### src/rtl/mac_pipe_sat.sv
// Pipelined signed multiply-accumulate with a configurable multiplier depth,
// explicit accumulator clear, sticky overflow and saturating or wrapping sums.
module mac_pipe_sat #(
    parameter int IN_W        = 8,
    parameter int ACC_W       = 16,
    parameter int MULT_STAGES = 2,
    parameter bit SATURATE    = 1'b1
) (
    input  logic                    clk,
    input  logic                    reset,
    input  logic                    valid_in,
    input  logic                    clear_acc,
    input  logic signed [IN_W-1:0]  a,
    input  logic signed [IN_W-1:0]  b,
    output logic signed [ACC_W-1:0] f,
    output logic                    valid_out,
    output logic                    overflow
);

    localparam int PROD_W = 2 * IN_W;
    localparam logic signed [ACC_W-1:0] ACC_MAX = {1'b0, {(ACC_W-1){1'b1}}};
    localparam logic signed [ACC_W-1:0] ACC_MIN = {1'b1, {(ACC_W-1){1'b0}}};

    function automatic logic sum_ovf(input logic signed [ACC_W:0] s);
        return s[ACC_W] != s[ACC_W-1];
    endfunction

    // Clamp by the sign of the wide sum in saturating mode; otherwise truncate.
    function automatic logic signed [ACC_W-1:0] clamp_sum(input logic signed [ACC_W:0] s);
        if (SATURATE && sum_ovf(s))
            return s[ACC_W] ? ACC_MIN : ACC_MAX;
        return s[ACC_W-1:0];
    endfunction

    logic signed [IN_W-1:0]   a_p0, b_p0;
    logic                     vld_p0, clr_p0;
    logic signed [PROD_W-1:0] prod_p [1:MULT_STAGES];
    logic                     vld_p  [1:MULT_STAGES];
    logic                     clr_p  [1:MULT_STAGES];

    logic signed [ACC_W:0]    base_acc, sum_acc;
    logic                     ovf_now;

    // Stage 0 capture and multiplier stages 1..MULT_STAGES
    always_ff @(posedge clk or negedge reset) begin
        if (!reset) begin
            a_p0   <= '0;
            b_p0   <= '0;
            vld_p0 <= 1'b0;
            clr_p0 <= 1'b0;
            for (int i = 1; i <= MULT_STAGES; i++) begin
                prod_p[i] <= '0;
                vld_p[i]  <= 1'b0;
                clr_p[i]  <= 1'b0;
            end
        end else begin
            vld_p0 <= valid_in;
            clr_p0 <= valid_in & clear_acc;
            if (valid_in) begin
                a_p0 <= a;
                b_p0 <= b;
            end
            prod_p[1] <= PROD_W'(a_p0) * PROD_W'(b_p0);
            vld_p[1]  <= vld_p0;
            clr_p[1]  <= clr_p0;
            for (int i = 2; i <= MULT_STAGES; i++) begin
                prod_p[i] <= prod_p[i-1];
                vld_p[i]  <= vld_p[i-1];
                clr_p[i]  <= clr_p[i-1];
            end
        end
    end

    // Accumulate stage: one guard bit exposes overflow of the ACC_W-bit sum
    always_comb begin
        base_acc = clr_p[MULT_STAGES] ? '0 : (ACC_W+1)'(f);
        sum_acc  = base_acc + (ACC_W+1)'(prod_p[MULT_STAGES]);
        ovf_now  = sum_ovf(sum_acc);
    end

    always_ff @(posedge clk or negedge reset) begin
        if (!reset) begin
            f         <= '0;
            overflow  <= 1'b0;
            valid_out <= 1'b0;
        end else begin
            valid_out <= vld_p[MULT_STAGES];
            if (vld_p[MULT_STAGES]) begin
                f        <= clamp_sum(sum_acc);
                overflow <= (clr_p[MULT_STAGES] ? 1'b0 : overflow) | ovf_now;
            end
        end
    end

endmodule

### config.mk
export PLATFORM = sky130hd
export DESIGN_NAME = mac_pipe_sat
export DESIGN_NICKNAME = d
export VERILOG_FILES = /design/src/rtl/mac_pipe_sat.sv
export SDC_FILE = /design/constraint.sdc
export NUM_CORES = 1
export LEC_CHECK = 0
export BUFFER_PORTS_ARGS = -buffer_cell sky130_fd_sc_hd__buf_2
export CELL_PAD_IN_SITES_DETAIL_PLACEMENT = 0
export CELL_PAD_IN_SITES_GLOBAL_PLACEMENT = 1
export CORE_MARGIN = 4
export CORE_UTILIZATION = 44
export DETAILED_ROUTE_END_ITERATION = 8
export GPL_TIMING_DRIVEN = 0
export PLACE_DENSITY_LB_ADDON = 0.3
export SYNTH_ARGS = -nofsm -noshare
export SYNTH_HDL_FRONTEND = slang
export SYNTH_SLANG_ARGS = --single-unit
### constraint.sdc
create_clock -name clk -period 4.65 [get_ports clk]
set_input_delay 0.93 -clock clk [delete_from_list [all_inputs] [get_ports clk]]
set_output_delay 0.93 -clock clk [all_outputs]
set_load 0.02 [all_outputs]
==> results.json <==
{
  "fin_ws_ns": 0.1689,
  "grt_pass1_vias": 4066,
  "yosysSeqAreaShare_pct": 30.78,
  "insertion_delay_ns": 0.34,
  "hold_start": "prod_p[19]",
  "netlist_area_sq_um": 5854,
  "hold_class": "flop to flop",
  "max-slew-margin-rel_pct": 41.67,
  "vias": 3913,
  "via_per_inst": 4.928,
  "synth_ff_type": "dfrtp_1",
  "start_kind": "flop",
  "wirelength_um": 10820,
  "grt_start_max_net_pins": 73,
  "reg2reg_slack_ns": 0.17,
  "cts_sinks": 72,
  "cts_max_level": 3,
  "antenna_cells": 0,
  "ios": 38,
  "nFillCells": 1199,
  "nets": 738,
  "skew_ns": 0.006424,
  "drtIter0Drc": 139,
  "antenna_found_initial": 0,
  "ff2ff_path_depth": 14,
  "hold_viol": 0,
  "die_y_um": 123.4,
  "drive_above_1_share_pct": 15.27,
  "setup_viol": 0,
  "coreArea_sq_um": 12820,
  "rsz0062_at_grt": "yes",
  "fmax_ghz": 0.2232,
  "fin_crit_sh_pct": 96.37,
  "die_area_sq_um": 15220,
  "ant_nets": 0,
  "netlist_top_cells_count": "92 x inv_1, 72 x dfrtp_1, 56 x fa_1",
  "synth_edf_count": 0,
  "holdPathStages": 0,
  "wl_per_cell_um": 13.63,
  "first_pass_iters": 4,
  "reg2reg_to": "prod_p[31]",
  "maxCapViolCount": 0,
  "ys_types": 50,
  "syn_nets": 695,
  "cts_root_buf": "clkbuf_16",
  "cts_buffers": 9,
  "min_to": "prod_p[3]",
  "synth_most_common_cell": "inv_1",
  "fin_crit_ns": 4.481,
  "syn_area_per_cell_sq_um": 10.20,
  "cts_tree": "done",
  "worstSetupPathType": "flop to flop",
  "place_ws_ns": -0.1105,
  "slew_viol_final": 0,
  "track_usage_pct": 16.42,
  "cp.required_ns": 4.90,
  "gp_congestion": 0.8389,
  "die_x_um": 123.4,
  "status": "completed",
  "yosysTopAreaCell": "dfrtp_1",
  "start_util_pct": 45.65,
  "crit_fanout": 9,
  "synth_top_area_share_pct": 30.78,
  "crit_arrival_ns": 4.73,
  "syn_inst": 574,
  "endpoint_kind": "flop",
  "grt-ovfl-total": 0,
  "reg2reg_from": "b_p0[4]",
  "drcViolationCount": 0,
  "cts_buffer_depth": 2,
  "ys_ff_latch": 72,
  "numPortBuffers": 37,
  "synthTopCellsByArea": "dfrtp_1 31%, fa_1 19%, ha_1 9.6%",
  "rows": 41,
  "clkTransAtPathRegs_ns": 0.05,
  "async_flop_share_pct": 100.0,
  "area_growth_pct": 12.84,
  "worst_pin_slew_ns": 0.8749,
  "cts_setup_buffers": 0,
  "yosysWarnings": 0,
  "grt_pass1_wl_um": 19530,
  "dp_hpwl_um": 8652
}
[worst max-delay path by stage]
stage                        from          to  slack, ns  cells after the start
final                     b_p0[4]  prod_p[31]       0.17                     14
after floorplan           b_p0[4]  prod_p[31]       0.27                     15
after CTS                 b_p0[3]  prod_p[31]       0.02                     14
after global routing      b_p0[4]  prod_p[31]      -0.03                     14
after global placement    b_p0[2]  prod_p[31]      -0.04                     16
after detailed placement  b_p0[2]  prod_p[31]      -0.11                     16
[flip-flops by register name, indices dropped and copies added (netlist names), 2 cells and up]
signal	count
b_p0	8
vld_p	2
f	16
clr_p	2
prod_p	32
a_p0	8
[layout make-up]
class / instances / area (sq um) / area share (%)
plain buffers: 12 / 117.6 / 1.780
well taps: 172 / 215.2 / 3.258
clock buffers: 11 / 252.7 / 3.826
repair buffers: 37 / 187.7 / 2.841
clock inverters: 5 / 102.6 / 1.553
flip-flops and latches: 72 / 1807 / 27.35
multi-input cells: 392 / 3575 / 54.11
inverters: 93 / 349.1 / 5.284
[stage by stage]
stage | instances | TNS (ns) | util, % | hold WS, ns | area (sq um)
after floorplan | 574 | 0 | - | 0.3312 | 5854
after global placement | 783 | -0.03686 | 48.77 | 0.3328 | 6255
after detailed placement | 783 | -0.1105 | 48.79 | 0.3347 | 6257
after CTS | 796 | 0 | 51.50 | 0.3471 | 6605
after global routing | 794 | -0.03254 | 51.51 | 0.3485 | 6606
final | 794 | 0 | 51.51 | 0.3457 | 6606
[routing by layer]
| metal | GRT usage [%] | wire [um] | vias up |
|---|---|---|---|
| met2 | 27.73 | 5308 | 71 |
| li1 | - | - | 1964 |
| met4 | 5.260 | 200 | 0 |
| met3 | 3.477 | 390 | 18 |
| met5 | 0 | 0 | - |
| met1 | 21.14 | 4923 | 1860 |
[placed cells by master, fill, tap and decap left out, drive strengths merged, types with 4 or more instances in the layout]
cell    count
clkbuf     19
xnor2      22
nor3        7
o21a        4
and2       36
fa         56
nor2b      17
a21oi      19
buf        41
inv        92
nor2       31
mux2       15
dfrtp      72
o211ai      4
ha         45
a211oi      5
nand2b      6
o21ai      19
o31ai      15
a21o        5
xor2        4
nand2      37
nand3       6
a31oi      13
[timing repair]
item                                    in CTS  in global routing
endpoints found under the setup margin       1                  2
hold buffers                                 0                  0
hold endpoints to repair                     0                  0
gates resized for setup                      2                  6
[worst max-delay path, cell delays in order (launching register included)]
cell and delay, ns:
dfrtp_2 0.47, and2_1 0.18, fa_1 0.60, inv_2 0.10, fa_1 0.54, inv_1 0.05
fa_1 0.53, inv_1 0.06, fa_1 0.53, inv_1 0.04, ha_1 0.33, and2_1 0.21
a311o_1 0.36, o31ai_2 0.22, xnor2_1 0.16
[kinds of logic (layout without fill, tap and decap cells)]
group           count (synthesis)  in the layout  synth area share, %
simple gates                  151            151                13.10
compound gates                 98             98                11.90
fa+ha+maj                     101            101                28.77
flops                          72             72                30.78
xor+xnor                       26             26                3.890
mux                            16             16                3.270
buf+inv                       110            158                8.292
Power is not shown: default switching activity piles up to over one toggle a cycle in this logic, so the estimate is an artifact.
